**src/rtl/apu_frame_sequencer.sv**
```systemverilog
// ---------------------------------------------------------------------------
// apu_frame_sequencer
//
// Purpose:
//   APU frame sequencer ($4017). Counts CPU cycles and emits quarter-frame
//   (envelope / linear counter) and half-frame (length / sweep) tick pulses,
//   handles $4017 writes (mode select, IRQ inhibit) with the delayed
//   sequencer restart, and drives the frame IRQ flag.
//
// Ports:
//   clk          in   1  system clock
//   rst          in   1  asynchronous reset, active-high
//   cpu_ce       in   1  one-clk enable marking a CPU cycle; all counting gated by it
//   wr_en        in   1  one-clk strobe: write to $4017
//   wr_data      in   8  [7]=mode (0=4-step, 1=5-step), [6]=IRQ inhibit
//   status_rd    in   1  one-clk strobe: $4015 read (clears frame IRQ)
//   quarter_tick out  1  one-clk pulse per quarter-frame event
//   half_tick    out  1  one-clk pulse per half-frame event
//   irq          out  1  frame IRQ flag (level)
//   mode         out  1  current sequencer mode
//   step         out  3  index of last step fired (0 = none since restart)
//
// Configuration:
//   APU_FRAME_IRQ_EN  when defined, the IRQ flag, inhibit bit and status_rd
//                     clear are built. When undefined, irq is tied to 0 and
//                     wr_data[6] / status_rd are ignored; tick timing is the
//                     same in both builds.
// ---------------------------------------------------------------------------
module apu_frame_sequencer #(
  parameter int CNT_W    = 16,
  parameter int STEP1    = 7457,
  parameter int STEP2    = 14913,
  parameter int STEP3    = 22371,
  parameter int STEP4    = 29829,
  parameter int STEP5    = 37281,
  parameter int WR_DELAY = 3
) (
  input  logic       clk,
  input  logic       rst,
  input  logic       cpu_ce,
  input  logic       wr_en,
  input  logic [7:0] wr_data,
  input  logic       status_rd,
  output logic       quarter_tick,
  output logic       half_tick,
  output logic       irq,
  output logic       mode,
  output logic [2:0] step
);

  localparam logic [CNT_W-1:0] S1  = CNT_W'(STEP1);
  localparam logic [CNT_W-1:0] S2  = CNT_W'(STEP2);
  localparam logic [CNT_W-1:0] S3  = CNT_W'(STEP3);
  localparam logic [CNT_W-1:0] S4  = CNT_W'(STEP4);
  localparam logic [CNT_W-1:0] S5  = CNT_W'(STEP5);
  localparam logic [CNT_W-1:0] ONE = CNT_W'(1);
  localparam logic [2:0]       DLY = 3'(WR_DELAY);

  logic [CNT_W-1:0] cnt;
  logic [2:0]       pend;       // CPU cycles left until the write-triggered restart
  logic [2:0]       hit;        // step index matching cnt in the current mode, 0 = none
  logic             apply_rst;  // write-triggered restart happens on this edge
  logic             step_event;
  logic             last_hit;
  logic             half_hit;

  // Step decode. STEP4 is a step only in 4-step mode, STEP5 only in 5-step mode.
  always_comb begin
    // NOTE: every variable assigned in a combinational block gets a default
    // first, so no path leaves it unassigned and no latch is inferred.
    hit = 3'd0;
    if (cnt == S1)                hit = 3'd1;
    else if (cnt == S2)           hit = 3'd2;
    else if (cnt == S3)           hit = 3'd3;
    else if (cnt == S4 && !mode)  hit = 3'd4;
    else if (cnt == S5 && mode)   hit = 3'd5;
  end

  // A write on the same edge restarts the delay, so it must block the restart
  // that the old pending count would otherwise have applied.
  assign apply_rst  = cpu_ce && !wr_en && (pend == 3'd1);
  // The restart wins over a coincident step match.
  assign step_event = cpu_ce && !apply_rst && (hit != 3'd0);
  assign last_hit   = (hit == 3'd4) || (hit == 3'd5);
  assign half_hit   = (hit == 3'd2) || last_hit;

  // Cycle counter, step index and registered tick pulses.
  always_ff @(posedge clk or posedge rst) begin
    if (rst) begin
      cnt          <= '0;
      step         <= 3'd0;
      quarter_tick <= 1'b0;
      half_tick    <= 1'b0;
    end else begin
      // NOTE: sequential state uses non-blocking assignments so every register
      // samples pre-edge values regardless of statement order.
      quarter_tick <= 1'b0;
      half_tick    <= 1'b0;
      if (apply_rst) begin
        cnt          <= '0;
        step         <= 3'd0;
        // 5-step mode clocks both units immediately on restart.
        quarter_tick <= mode;
        half_tick    <= mode;
      end else if (step_event) begin
        quarter_tick <= 1'b1;
        half_tick    <= half_hit;
        step         <= hit;
        cnt          <= last_hit ? '0 : cnt + ONE;
      end else if (cpu_ce) begin
        cnt <= cnt + ONE;
      end
    end
  end

  // Pending-restart counter and mode register. Writes are taken on any clk,
  // independent of cpu_ce.
  always_ff @(posedge clk or posedge rst) begin
    if (rst) begin
      pend <= 3'd0;
      mode <= 1'b0;
    end else begin
      if (wr_en) begin
        pend <= DLY;
        mode <= wr_data[7];
      end else if (cpu_ce && pend != 3'd0) begin
        pend <= pend - 3'd1;
      end
    end
  end

`ifdef APU_FRAME_IRQ_EN
  logic inhibit;
  logic irq_set;
  logic unused_inputs;

  // Only 4-step mode decodes hit==4, so this is the mode-0 STEP4 event.
  assign irq_set = step_event && (hit == 3'd4) && !inhibit;

  // Priority: inhibit write clears > IRQ set > status read clears.
  always_ff @(posedge clk or posedge rst) begin
    if (rst) begin
      inhibit <= 1'b0;
      irq     <= 1'b0;
    end else begin
      if (wr_en) inhibit <= wr_data[6];
      if (wr_en && wr_data[6]) irq <= 1'b0;
      else if (irq_set)        irq <= 1'b1;
      else if (status_rd)      irq <= 1'b0;
    end
  end

  assign unused_inputs = ^wr_data[5:0];
`else
  logic unused_inputs;

  assign irq           = 1'b0;
  assign unused_inputs = ^{wr_data[6:0], status_rd};
`endif

endmodule

```
**config.mk**
```make
export PLATFORM = sky130hd
export DESIGN_NAME = apu_frame_sequencer
export DESIGN_NICKNAME = d
export VERILOG_FILES = /design/src/rtl/apu_frame_sequencer.sv
export SDC_FILE = /design/constraint.sdc
export NUM_CORES = 1
export LEC_CHECK = 0
export CORE_MARGIN = 5
export CORE_UTILIZATION = 33
export CTS_CLUSTER_DIAMETER = 60
export DETAILED_ROUTE_END_ITERATION = 7
export GPL_TIMING_DRIVEN = 0
export PLACE_DENSITY = 0.57
export SYNTH_ARGS = -nofsm -noshare
export SYNTH_HDL_FRONTEND = slang
export SYNTH_SLANG_ARGS = --single-unit
export TNS_END_PERCENT = 20
```
**constraint.sdc**
```tcl
create_clock -name clk -period 2.15 [get_ports clk]
set_clock_uncertainty 0.15 [all_clocks]
set_input_delay 0.43 -clock clk [delete_from_list [all_inputs] [get_ports clk]]
set_output_delay 0.43 -clock clk [all_outputs]
set_load 0.02 [all_outputs]
```
==> results.py <==
metrics = {
    "logic_synthesis": {
        "synth_most_common_cell": "dfrtp_1",
        "synthCells": 163,
        "yosys_register_bits": 25,
        "synth_top_family_by_area": "simple AND/OR/NAND/NOR gates",
        "yosysSeqAreaShare_pct": 40.2,
        "ys_warn_count": 0,
        "synth-simple-area-share_pct": 26.8,
        "syn-num-nets": 181,
        "synthAdderAreaFrac_pct": 4.02,
        "synthTopCellsByArea": "dfrtp_1 40%, ha_1 4.0%, o31ai_1 2.9%, xnor2_1 2.8%, nand2_1 2.7%",
        "synth-compound-area-share_pct": 18.5,
        "ys.flop_type": "dfrtp_1",
        "ys_top_cells_by_count": "25 x dfrtp_1, 11 x nand2_1, 10 x inv_1",
        "synth-async-reset-ratio_pct": 100,
        "netlist_area_um2": 1560,
        "synth_edf_count": 0,
        "syn_avg_cell_area_um2": 9.54,
        "synth_xor_area_share_pct": 2.82,
        "muxShareOfSynthArea_pct": 1.37,
        "synth_top_cell_by_area": "dfrtp_1",
        "netlist-cell-type-count": 47,
        "synth_top_area_share_pct": 40.2,
    },
    "sta": {
        "fin_crit_ns": 2.06,
        "slew_viol_final": 0,
        "hold_viol": 0,
        "max_freq_mhz": 485,
        "max_slew_margin_pct": 36.8,
        "period_share_pct": 95.9,
        "setup_viol": 0,
        "holdWs_ns": 0.361,
        "worstMarginPinSlew_ns": 0.947,
        "setup_slack_ns": 0.0889,
    },
    "detailed_routing": {
        "num_vias": 1276,
        "first_pass_iters": 4,
        "drc": 0,
        "antenna_left": 0,
        "post_drt_wl_per_cell_um": 15.3,
        "vias_per_cell": 5.48,
        "drt_iter0_drc": 33,
        "routed_wl_um": 3570,
    },
    "setup_path": {
        "critPathArrivalTime_ns": 2.08,
        "critPathMaxFanout": 5,
        "cp-start-kind": "flip-flop",
        "required_ns": 2.17,
        "cp-end-kind": "flip-flop",
        "r2r_start": "cnt[1]",
        "path_class": "reg -> reg",
        "critPathLaunch": "cnt[1]",
    },
    "power_and_ir_drop": {
        "power_density_nw_per_um2": 615,
        "leakagePower_nw": 0.782,
        "p_total_mw": 1.14,
        "ir_drop_v": 0.000331,
    },
    "die": {
        "io_pins": 20,
        "num_rows": 25,
        "initial_core_util_pct": 33.4,
        "fp.dieH_um": 78.7,
        "core_area_um2": 4660,
        "die_x_um": 78.7,
        "dieArea_um2": 6190,
    },
    "layout": {
        "filler_cell_count": 459,
        "area_growth_pct": 18.9,
        "n_antenna_cell": 0,
        "final_layout_size_suffix_gt1_share_pct": 16.8,
        "ff_latch_area_um2": 626,
        "nets": 198,
        "final_core_util_pct": 39.7,
        "multiInputGateArea_um2": 892,
    },
    "hold_path": {
        "min_path_type": "reg -> reg",
        "min_from": "step[2]",
    },
    "clock_tree": {
        "cts_tree": "yes",
        "clkLatencyLatePin_ns": 0.27,
        "cts_made_buffers": 3,
        "htree_levels": 1,
        "clk_pin_slew_worst_paths_ns": 0.09,
        "cts_sinks": 25,
        "root_buffer": "clkbuf_8",
        "cts_buffer_depth": 2,
    },
    "global_route": {
        "grt_max_degree": 26,
        "grt_pass1_vias": 1282,
        "antenna_found_initial": 0,
        "track_usage_pct": 11.9,
        "grt_pass1_wl_um": 5940,
        "grt-ovfl-total": 0,
    },
    "place": {
        "port_buffers": 10,
        "pre_cts_slack_ns": -0.416,
        "gp_congestion": 0.903,
        "place_hpwl_um": 2530,
    },
    "job": {
        "drv_cap": 0,
    },
    "run_status": {
        "status": "finished clean",
    },
}
[through the flow]
step / area, um2 / cells / setup TNS (ns)
6_report: 1850 / 233 / 0
5_1_grt: 1850 / 233 / -0.0193
4_1_cts: 1780 / 231 / 0
3_5_place_dp: 1720 / 227 / -5.12
3_3_place_gp: 1720 / 227 / -5.51
2_1_floorplan: 1560 / 163 / 0
[power by group]
part,total (mW),switching [mW],leakage (nW),internal (mW)
Clock,0.292,0.160,0.0217,0.132
Sequential,0.608,0.0850,0.328,0.523
Combinational,0.238,0.119,0.432,0.119
[area by class of cell]
class	count	share of cell area (%)
flip-flops and latches	25	33.8
clock inverters	1	0.406
inverters	10	2.03
multi-input cells	118	48.2
repair buffers	12	6.09
clock buffers	3	2.23
well taps	54	3.65
plain buffers	10	3.52
[kinds of logic after synthesis]
family | count (synthesis)
compound gates | 39
xor+xnor | 5
fa+ha+maj | 5
buf+inv | 20
flops | 25
mux | 2
other cells | 1
simple gates | 66
[worst paths after layout]
kind | endpoint | slack, ns | cells past startpoint
hold reg to reg | step[2] | 0.36 | 1
setup / recovery | cnt[3] | 0.09 | 8
hold / removal | step[2] | 0.36 | 1
min in group asynchronous | cnt[3] | 0.51 | 2
max in group asynchronous | cnt[10] | 0.76 | 2
setup reg to reg | cnt[3] | 0.09 | 8
[cells in the final DEF (no fill, tap or decap), types with 3 or more instances in the layout]
master / instances
nor2b_1: 4
buf_2: 3
o21ai_0: 7
o31ai_1: 6
and3_1: 4
nor2_1: 8
clkbuf_8: 3
nand2b_1: 4
o21a_1: 4
buf_4: 3
o311ai_0: 3
a21o_1: 3
clkdlybuf4s50_1: 10
dfrtp_1: 25
inv_1: 9
ha_1: 5
nand4_1: 4
nand3_1: 5
o22ai_1: 5
nand2_1: 11
a22o_1: 4
xnor2_1: 5
[critical path: stages, from the launching register on]
cell	delay [ns]
dfrtp_1	0.43
inv_2	0.07
ha_1	0.14
and4bb_2	0.31
nand3_4	0.11
o22ai_4	0.23
buf_6	0.15
nor4_1	0.05
a311o_1	0.31
[flip-flops by register name, indices dropped and copies added, names as in the netlist]
signal,cells
half_tick,1
mode,1
step,3
pend,3
quarter_tick,1
cnt,16
[layer usage]
| metal | vias up | wire, um | GRT usage [%] |
|---|---|---|---|
| met3 | 5 | 124 | 2.29 |
| met2 | 24 | 1840 | 19.6 |
| met1 | 616 | 1560 | 15.5 |
| li1 | 631 | - | - |
| met4 | 0 | 46 | 4.37 |
| met5 | - | 0 | 0 |
[timing repair]
item | in CTS | in global routing
gates resized for setup | 2 | 14
hold endpoints to repair | 0 | 0
hold buffers | 0 | 0
endpoints found under the setup margin | 12 | 16
pin swaps | 0 | 1
buffers inserted | 0 | 1
gates cloned | 0 | 1
(Power assumes the default switching activity.)
